<file path="config.mk">
export PLATFORM = sky130hd
export DESIGN_NAME = cond_exec_unit_flat
export DESIGN_NICKNAME = d
export VERILOG_FILES = /design/src/rtl/cond_exec_unit_if.sv /design/src/rtl/cond_exec_unit.sv /design/src/flat_wrapper.sv
export SDC_FILE = /design/constraint.sdc
export NUM_CORES = 1
export LEC_CHECK = 0
export ABC_CLOCK_PERIOD_IN_PS = 2060
export BUFFER_PORTS_ARGS = -buffer_cell sky130_fd_sc_hd__buf_2
export CAP_MARGIN = 20
export CORE_MARGIN = 2
export CORE_UTILIZATION = 49
export CTS_CLUSTER_DIAMETER = 150
export CTS_CLUSTER_SIZE = 30
export DETAILED_ROUTE_END_ITERATION = 12
export PLACE_DENSITY = 0.77
export SYNTH_ARGS = -nofsm -noshare
export SYNTH_HDL_FRONTEND = slang
export SYNTH_SLANG_ARGS = --single-unit
</file>
<file path="constraint.sdc">
create_clock -name clk -period 2.06 [get_ports clk]
set_clock_uncertainty 0.15 [all_clocks]
set_input_delay 0.206 -clock clk [delete_from_list [all_inputs] [get_ports clk]]
set_output_delay 0.206 -clock clk [all_outputs]
set_load 0.01 [all_outputs]
</file>
<file path="src/rtl/cond_exec_unit_if.sv">
// Decode-to-execute control bundle for cond_exec_unit.
// No latency of its own; carries decoded controls in and registered/gated controls out.
// StallE/FlushE are the only flow control; there is no valid/ready handshake.
interface cond_exec_unit_if #(
  parameter int ALUCTRL_W = 3
);
  logic                 StallE;
  logic                 FlushE;
  logic [3:0]           CondD;
  logic                 PCSrcD;
  logic                 RegWriteD;
  logic                 MemWriteD;
  logic                 MemtoRegD;
  logic                 ALUSrcD;
  logic                 BranchD;
  logic [1:0]           FlagWriteD;
  logic [ALUCTRL_W-1:0] ALUControlD;
  logic [3:0]           ALUFlags;

  logic [ALUCTRL_W-1:0] ALUControlE;
  logic                 ALUSrcE;
  logic                 CondExE;
  logic                 BranchTakenE;
  logic                 PCSrcM;
  logic                 RegWriteM;
  logic                 MemWriteM;
  logic                 MemtoRegM;
  logic [3:0]           FlagsQ;

  // Execute-stage consumer side.
  modport slave (
    input  StallE, FlushE, CondD, PCSrcD, RegWriteD, MemWriteD, MemtoRegD,
           ALUSrcD, BranchD, FlagWriteD, ALUControlD, ALUFlags,
    output ALUControlE, ALUSrcE, CondExE, BranchTakenE, PCSrcM, RegWriteM,
           MemWriteM, MemtoRegM, FlagsQ
  );

  // Decode controller / datapath side.
  modport master (
    output StallE, FlushE, CondD, PCSrcD, RegWriteD, MemWriteD, MemtoRegD,
           ALUSrcD, BranchD, FlagWriteD, ALUControlD, ALUFlags,
    input  ALUControlE, ALUSrcE, CondExE, BranchTakenE, PCSrcM, RegWriteM,
           MemWriteM, MemtoRegM, FlagsQ
  );
endinterface

</file>
<file path="src/rtl/cond_exec_unit.sv">
// Execute-stage conditional execution: D->E control register, NZCV flags, condition gating into M.
// Latency: D inputs to E outputs 1 cycle, to M outputs 2 cycles; CondExE/BranchTakenE combinational.
// Backpressure: StallE holds E, blocks flag writes and feeds M bubbles; FlushE bubbles E and beats StallE.
module cond_exec_unit #(
  parameter int ALUCTRL_W = 3
) (
  input  logic           clk,
  input  logic           reset,
  cond_exec_unit_if.slave bus
);

  typedef struct packed {
    logic [3:0]           cond;
    logic                 pcSrc;
    logic                 regWrite;
    logic                 memWrite;
    logic                 memtoReg;
    logic                 aluSrc;
    logic                 branch;
    logic [1:0]           flagWrite;
    logic [ALUCTRL_W-1:0] aluControl;
  } ctrl_t;

  localparam logic [3:0] COND_AL = 4'b1110;

  ctrl_t      ctrlD;
  ctrl_t      ctrlE;
  ctrl_t      bubble;
  logic [3:0] flagsQ;
  logic       condEx;
  logic       flagN, flagZ, flagC, flagV;
  logic       pcSrcM, regWriteM, memWriteM, memtoRegM;

  assign {flagN, flagZ, flagC, flagV} = flagsQ;

  // Pack the decode-stage inputs and the flush bubble (AL, all enables off).
  always_comb begin
    ctrlD            = '0;
    ctrlD.cond       = bus.CondD;
    ctrlD.pcSrc      = bus.PCSrcD;
    ctrlD.regWrite   = bus.RegWriteD;
    ctrlD.memWrite   = bus.MemWriteD;
    ctrlD.memtoReg   = bus.MemtoRegD;
    ctrlD.aluSrc     = bus.ALUSrcD;
    ctrlD.branch     = bus.BranchD;
    ctrlD.flagWrite  = bus.FlagWriteD;
    ctrlD.aluControl = bus.ALUControlD;
    bubble           = '0;
    bubble.cond      = COND_AL;
  end

  // E register: reset, then flush, then stall-hold, else load from decode.
  always_ff @(posedge clk) begin
    if (!reset) begin
      ctrlE <= '0;
    end else if (bus.FlushE) begin
      ctrlE <= bubble;
    end else if (!bus.StallE) begin
      ctrlE <= ctrlD;
    end
  end

  // ARM condition field evaluated against the architectural flags; 1111 squashes.
  always_comb begin
    condEx = 1'b0;
    case (ctrlE.cond)
      4'b0000: condEx = flagZ;
      4'b0001: condEx = ~flagZ;
      4'b0010: condEx = flagC;
      4'b0011: condEx = ~flagC;
      4'b0100: condEx = flagN;
      4'b0101: condEx = ~flagN;
      4'b0110: condEx = flagV;
      4'b0111: condEx = ~flagV;
      4'b1000: condEx = flagC & ~flagZ;
      4'b1001: condEx = ~flagC | flagZ;
      4'b1010: condEx = (flagN == flagV);
      4'b1011: condEx = (flagN != flagV);
      4'b1100: condEx = ~flagZ & (flagN == flagV);
      4'b1101: condEx = flagZ | (flagN != flagV);
      4'b1110: condEx = 1'b1;
      default: condEx = 1'b0;
    endcase
  end

  // Flags update only when the instruction in E retires this edge (not stalled) and passes.
  // A flush does not block this: it only replaces the incoming instruction.
  always_ff @(posedge clk) begin
    if (!reset) begin
      flagsQ <= 4'b0000;
    end else if (!bus.StallE) begin
      if (ctrlE.flagWrite[1] && condEx) flagsQ[3:2] <= bus.ALUFlags[3:2];
      if (ctrlE.flagWrite[0] && condEx) flagsQ[1:0] <= bus.ALUFlags[1:0];
    end
  end

  // M register: gated enables; a stalled E sends bubbles so it commits exactly once.
  always_ff @(posedge clk) begin
    if (!reset || bus.StallE) begin
      pcSrcM    <= 1'b0;
      regWriteM <= 1'b0;
      memWriteM <= 1'b0;
      memtoRegM <= 1'b0;
    end else begin
      pcSrcM    <= ctrlE.pcSrc & condEx;
      regWriteM <= ctrlE.regWrite & condEx;
      memWriteM <= ctrlE.memWrite & condEx;
      memtoRegM <= ctrlE.memtoReg;
    end
  end

  assign bus.ALUControlE  = ctrlE.aluControl;
  assign bus.ALUSrcE      = ctrlE.aluSrc;
  assign bus.CondExE      = condEx;
  assign bus.BranchTakenE = ctrlE.branch & condEx;
  assign bus.PCSrcM       = pcSrcM;
  assign bus.RegWriteM    = regWriteM;
  assign bus.MemWriteM    = memWriteM;
  assign bus.MemtoRegM    = memtoRegM;
  assign bus.FlagsQ       = flagsQ;

endmodule

</file>
<file path="src/flat_wrapper.sv">
// flat-port wrapper written by rule: the top's interface ports become plain ports
module cond_exec_unit_flat 
#(
  parameter int ALUCTRL_W = 3
)
  (clk, reset, bus_StallE, bus_FlushE, bus_CondD, bus_PCSrcD, bus_RegWriteD, bus_MemWriteD, bus_MemtoRegD, bus_ALUSrcD, bus_BranchD, bus_FlagWriteD, bus_ALUControlD, bus_ALUFlags, bus_ALUControlE, bus_ALUSrcE, bus_CondExE, bus_BranchTakenE, bus_PCSrcM, bus_RegWriteM, bus_MemWriteM, bus_MemtoRegM, bus_FlagsQ);
  cond_exec_unit_if #(.ALUCTRL_W(ALUCTRL_W)) bus_i ();
  input  logic clk;
  input  logic reset;
  input wire logic [$bits(bus_i.StallE)-1:0] bus_StallE;
  input wire logic [$bits(bus_i.FlushE)-1:0] bus_FlushE;
  input wire logic [$bits(bus_i.CondD)-1:0] bus_CondD;
  input wire logic [$bits(bus_i.PCSrcD)-1:0] bus_PCSrcD;
  input wire logic [$bits(bus_i.RegWriteD)-1:0] bus_RegWriteD;
  input wire logic [$bits(bus_i.MemWriteD)-1:0] bus_MemWriteD;
  input wire logic [$bits(bus_i.MemtoRegD)-1:0] bus_MemtoRegD;
  input wire logic [$bits(bus_i.ALUSrcD)-1:0] bus_ALUSrcD;
  input wire logic [$bits(bus_i.BranchD)-1:0] bus_BranchD;
  input wire logic [$bits(bus_i.FlagWriteD)-1:0] bus_FlagWriteD;
  input wire logic [$bits(bus_i.ALUControlD)-1:0] bus_ALUControlD;
  input wire logic [$bits(bus_i.ALUFlags)-1:0] bus_ALUFlags;
  output wire logic [$bits(bus_i.ALUControlE)-1:0] bus_ALUControlE;
  output wire logic [$bits(bus_i.ALUSrcE)-1:0] bus_ALUSrcE;
  output wire logic [$bits(bus_i.CondExE)-1:0] bus_CondExE;
  output wire logic [$bits(bus_i.BranchTakenE)-1:0] bus_BranchTakenE;
  output wire logic [$bits(bus_i.PCSrcM)-1:0] bus_PCSrcM;
  output wire logic [$bits(bus_i.RegWriteM)-1:0] bus_RegWriteM;
  output wire logic [$bits(bus_i.MemWriteM)-1:0] bus_MemWriteM;
  output wire logic [$bits(bus_i.MemtoRegM)-1:0] bus_MemtoRegM;
  output wire logic [$bits(bus_i.FlagsQ)-1:0] bus_FlagsQ;
  assign bus_i.StallE = bus_StallE;
  assign bus_i.FlushE = bus_FlushE;
  assign bus_i.CondD = bus_CondD;
  assign bus_i.PCSrcD = bus_PCSrcD;
  assign bus_i.RegWriteD = bus_RegWriteD;
  assign bus_i.MemWriteD = bus_MemWriteD;
  assign bus_i.MemtoRegD = bus_MemtoRegD;
  assign bus_i.ALUSrcD = bus_ALUSrcD;
  assign bus_i.BranchD = bus_BranchD;
  assign bus_i.FlagWriteD = bus_FlagWriteD;
  assign bus_i.ALUControlD = bus_ALUControlD;
  assign bus_i.ALUFlags = bus_ALUFlags;
  assign bus_ALUControlE = bus_i.ALUControlE;
  assign bus_ALUSrcE = bus_i.ALUSrcE;
  assign bus_CondExE = bus_i.CondExE;
  assign bus_BranchTakenE = bus_i.BranchTakenE;
  assign bus_PCSrcM = bus_i.PCSrcM;
  assign bus_RegWriteM = bus_i.RegWriteM;
  assign bus_MemWriteM = bus_i.MemWriteM;
  assign bus_MemtoRegM = bus_i.MemtoRegM;
  assign bus_FlagsQ = bus_i.FlagsQ;
  cond_exec_unit #(.ALUCTRL_W(ALUCTRL_W)) u_core (.clk(clk), .reset(reset), .bus(bus_i));
endmodule
</file>
Word-level counts from Yosys, hierarchy flattened
Cells that the tools add are included.
{"block": "word_totals", "reg_bits": 23, "input_bits": 23, "out_inout_bits": 14}
{"block": "op_classes", "n_eq_ne": 17, "n_mux": 3, "bitwise_logic": 14, "reduce_logical": 8}
{"operator": "$mux 15", "n": 2}
{"operator": "$eq 4x4->1 const B", "n": 7}
{"operator": "$eq 4x3->1 const B", "n": 4}
{"operator": "$pmux 1 s15", "n": 1}
{"operator": "$eq 4x2->1 const B", "n": 2}
{"operator": "$and 1x1->1", "n": 6}
{"operator": "$not 1->1", "n": 6}
{"operator": "$eq 4x1->1 const B", "n": 1}
{"operator": "$logic_not 4->1", "n": 1}
{"operator": "$reduce_and 2->1", "n": 2}
{"operator": "$logic_and 1x1->1", "n": 2}
{"operator": "$ne 2x1->1 const B", "n": 1}
{"operator": "$or 1x1->1", "n": 2}
{"operator": "$reduce_or 2->1", "n": 1}
{"operator": "$eq 1x1->1", "n": 1}
{"operator": "$logic_not 1->1", "n": 1}
{"operator": "$logic_or 1x1->1", "n": 1}
{"operator": "$ne 1x1->1", "n": 1}

Depth between registers and ports, before layout
{"block": "depth", "depth_word": 5, "mapped_depth": 6, "mapped_depth_nobuf": 5}

Worst setup path before layout
OpenSTA, ideal clock, no wires.
{"block": "synth_timing", "kind": "flip-flop to output port", "startpoint": "register u_core.flagsQ[0], in the netlist u_core.bus.FlagsQ[0]", "endpoint": "output port bus_BranchTakenE", "arrival_ps": 1673, "t_required_ps": 1704, "path_slack_ps": 31, "path_stages_with_launch": 6, "n_path_buf": 0, "path_cell_list": "dfxtp_1 -> and4bb_1 -> a211oi_2 -> a32oi_2 -> or3_1 -> and2_1"}
{"block": "synth_between", "elab_chain_cells": 4, "word_cells_on_any_way": 7}
{"item": "from (decl)", "line_no": "cond_exec_unit.sv:29", "rtl": "logic [3:0] flagsQ;"}
{"item": "from (signal assigned)", "line_no": "cond_exec_unit.sv:93", "rtl": "if (ctrlE.flagWrite[0] && condEx) flagsQ[1:0] <= bus.ALUFlags[1:0];"}
{"item": "$ne 1x1->1 or $eq 1x1->1 (tied branches)"}
{"item": "$or 1x1->1 or $and 1x1->1 (tied branches)", "line_no": "cond_exec_unit.sv:80, cond_exec_unit.sv:79"}
{"item": "$pmux 1 s15 *", "line_no": "cond_exec_unit.sv:66", "rtl": "case (ctrlE.cond)"}
{"item": "named net bus_CondExE", "line_no": "flat_wrapper.sv:24", "rtl": "output wire logic [$bits(bus_i.CondExE)-1:0] bus_CondExE;"}
{"item": "$and 1x1->1 *", "line_no": "cond_exec_unit.sv:115", "rtl": "assign bus.BranchTakenE = ctrlE.branch & condEx;"}
{"item": "to (decl)", "line_no": "flat_wrapper.sv:25", "rtl": "output wire logic [$bits(bus_i.BranchTakenE)-1:0] bus_BranchTakenE;"}
The timed path passes the listed nets; every way through them passes the cells marked *.

Worst setup path after layout
{"block": "layout_timing", "startpoint": "register u_core.ctrlE[13] in the netlist's numbering", "endpoint": "output port bus_BranchTakenE"}
{"block": "layout_between", "elab_chain_cells": 3, "word_cells_on_any_way": 17}
{"item": "from (decl)", "line_no": "cond_exec_unit.sv:27", "rtl": "ctrl_t ctrlE;"}
{"item": "from (signal assigned)", "line_no": "cond_exec_unit.sv:57", "rtl": "ctrlE <= bubble;"}
{"item": "from (signal assigned)", "line_no": "cond_exec_unit.sv:59", "rtl": "ctrlE <= ctrlD;"}
{"item": "$eq 4x4->1 (tied with other cells)", "line_no": "cond_exec_unit.sv:66"}
{"item": "$pmux 1 s15 *", "line_no": "cond_exec_unit.sv:66"}
{"item": "$and 1x1->1 *", "line_no": "cond_exec_unit.sv:115"}
Mark *: on every way between the ends. The rest lies on a longest branch, timed or not.

==> flow_summary.ini <==
[synth]
ys_types = 38
synth_compound_area_share_pct = 15.3
ys_seq_area_share_pct = 40.0
yosys-top-cells-area = dfxtp_1 (40%), mux2i_1 (14%), nor2_1 (5.5%)
syn-num-nets = 141
async_flop_share_pct = 0
netlist.area_leader.share_pct = 40.0
synth_cells = 118
avgSynthCellArea_um2 = 9.77
synth_xor_area_share_pct = 0.760
yosysTopAreaCell = dfxtp_1
synth-simple-area-share_pct = 19.4
synth_top_family_by_area = simple AND/OR/NAND/NOR gates
yosysWarningCount = 0
yosys_register_bits = 23
synth_fa_ha_area_share_pct = 0
synth-main-ff-cell = dfxtp_1
synth-edff-count = 0
syn_area_um2 = 1150
synthMuxAreaShare_pct = 16.8

[critical_path]
crit_arrival_ps = 1960
crit_path_start_kind = register
max_stage_delay_ps = 410
crit_slowest_cell = or3_4
critPathCaptureType = primary output
crit_family = simple AND/OR/NAND/NOR gates
critPathRequiredTime_ps = 1700
critical_path_class = register to primary output
crit_chain = buf_6 > nand2_2 > o211ai_1 > a31oi_4 > or3_4 > and2_4 > buf_6
critPathMostFrequentCell = buf_6
critPathMaxFanout = 4
cp_num_buf_inv = 2

[floorplanning]
std_cell_rows = 17
io_pins = 37
die_w_um = 52.5
chipHeight_um = 52.5
floorplan.initialDensity_pct = 52.1
die_area_um2 = 2760
coreArea_um2 = 2210

[sta]
hold_viol_final = 0
layout_setup_ws_ps = -258
worst_pin_slew_ps = 459
fmax_ghz = 0.431
max_slew_margin_pct = 69.4
setup_violations = 2
fin_hold_ws_ps = 63.4
fin_crit_ps = 2320
rsz0062_at_grt = true
drv_slew = 0
min_period_over_period_pct = 113

[detailed_routing]
num_vias = 1049
drt-initial-drc-count = 15
routedWlPerCell_um = 14.0
ant_nets = 0
drc = 0
drt_wl_total_um = 2850
firstDrtPassIters = 4
via_per_inst = 5.17

[cts]
cts_htree_levels = 1
clk_pin_slew_worst_paths_ps = 120
clkSinkCount = 23
cts_made_buffers = 3
cts_tree = done
clockBufferDepth = 2
insertion_delay_ps = 310
cts-root-buf = clkbuf_4

[global_route]
grt_overflow_total = 0
grt_pass1_vias = 1081
grt_pass1_wl_um = 4520
antenna_found_initial = 0
grt_usage_pct = 22.4
grt_max_degree = 17

[power]
finalPower_uw = 838
p_per_area_nw_per_um2 = 507
power.leakage_nw = 0.762
vdd_drop_max_mv = 0.535

[final_layout]
final_cell_area_um2 = 1650
num_antenna_cells = 0
mostFrequentLayoutCells = buf_2 (35), nor2_1 (17), dlygate4sd3_1 (17), dfxtp_1 (17), mux2i_1 (16)
final_common_cell = buf_2
finish.utilization_pct = 74.7
syn2layout_area_growth_pct = 43.3
drive_gt1_share_pct = 43.4
fin_nets = 199

[run]
maxCapViolCount = 0

[hold_path]
hp-class = input pin to register

[run_status]
violations = negative setup slack
status = finished, violations left

[placed_design]
dpl.hpwl_um = 1750
dp_slack_ps = -54.0
placed_area_um2 = 1350
io_buffers = 36
gp_congestion = 0.744
-- report_power, final --
group | internal (mW) | total, mW | switching (mW)
clock | 0.0726 | 0.203 | 0.131
combinational | 0.0919 | 0.161 | 0.0694
sequential | 0.456 | 0.474 | 0.0174
-- Yosys cell counts (2+ instances only) --
cell,count
clkbuf_1,2
buf_4,3
dfxtp_1,23
inv_1,2
nand2_1,13
buf_2,2
mux2_2,3
o311ai_2,2
nand2b_1,2
and3_1,2
nor3b_1,2
nor2_1,17
buf_6,2
a21oi_1,2
o21a_1,3
mux2i_1,16
-- tightest hold or removal path: stages --
cell	delay (ps)
buf_2	70
mux2_2	130
o21a_1	90
-- sequential cells by signal (all words and copies together) (netlist names) --
register                count
u_core.bus.MemtoRegM        1
u_core.bus.PCSrcM           1
u_core.bus.ALUSrcE          1
u_core.ctrlE               11
u_core.bus.MemWriteM        1
u_core.bus.FlagsQ           4
u_core.bus.RegWriteM        1
u_core.bus.ALUControlE      3
-- cell type report --
class / count / area (um2)
clock buffer: 3 / 22.5
fill: 153 / 561
sequential: 23 / 478
inverter: 2 / 7.51
timing repair buffer: 64 / 450
clock inverter: 1 / 5.00
tap: 28 / 35.0
multi-input combinational: 82 / 653
-- per-layer routing --
layer | GRT usage [%] | share of wire (%) | routed length [um]
met1 | 24.1 | 40 | 1130
met5 | 0 | 0 | 0
met3 | 2.00 | 3.9 | 112
met4 | 13.7 | 2.7 | 76
met2 | 41.5 | 54 | 1520
-- through the flow --
| stage | setup TNS [ps] | cells |
|---|---|---|
| floorplan | 0 | 118 |
| global placement | 0 | 179 |
| detailed placement | -54.0 | 179 |
| CTS | -326 | 202 |
| global route | -726 | 203 |
| finish | -408 | 203 |
-- timing repair --
| action | CTS | global route |
|---|---|---|
| endpoints found under the hold margin | 19 | 0 |
| setup endpoints to repair | 5 | 9 |
| hold buffers | 17 | 0 |
| gates resized for setup | 12 | 14 |
| pin swaps | 7 | 7 |
| buffers inserted | 2 | 3 |
-- kinds of logic (layout without fill, tap and decap cells) --
kind of cell	count (synthesis)	in the layout
compound gates	18	18
xor+xnor	1	1
buf+inv	13	70
flops	23	23
mux	19	19
simple gates	44	44
-- path summary, 6_finish.rpt --
path,startpoint,to,slack (ps),depth (start not counted)
max reg2reg,u_core.bus.FlagsQ[3],u_core.bus.MemWriteM,30,8
min reg2reg,u_core.ctrlE[10],u_core.bus.PCSrcM,290,2
max,u_core.ctrlE[13],bus_BranchTakenE,-260,7
min,bus_CondD[2],u_core.ctrlE[13],60,3
(Power assumes the default switching activity.)
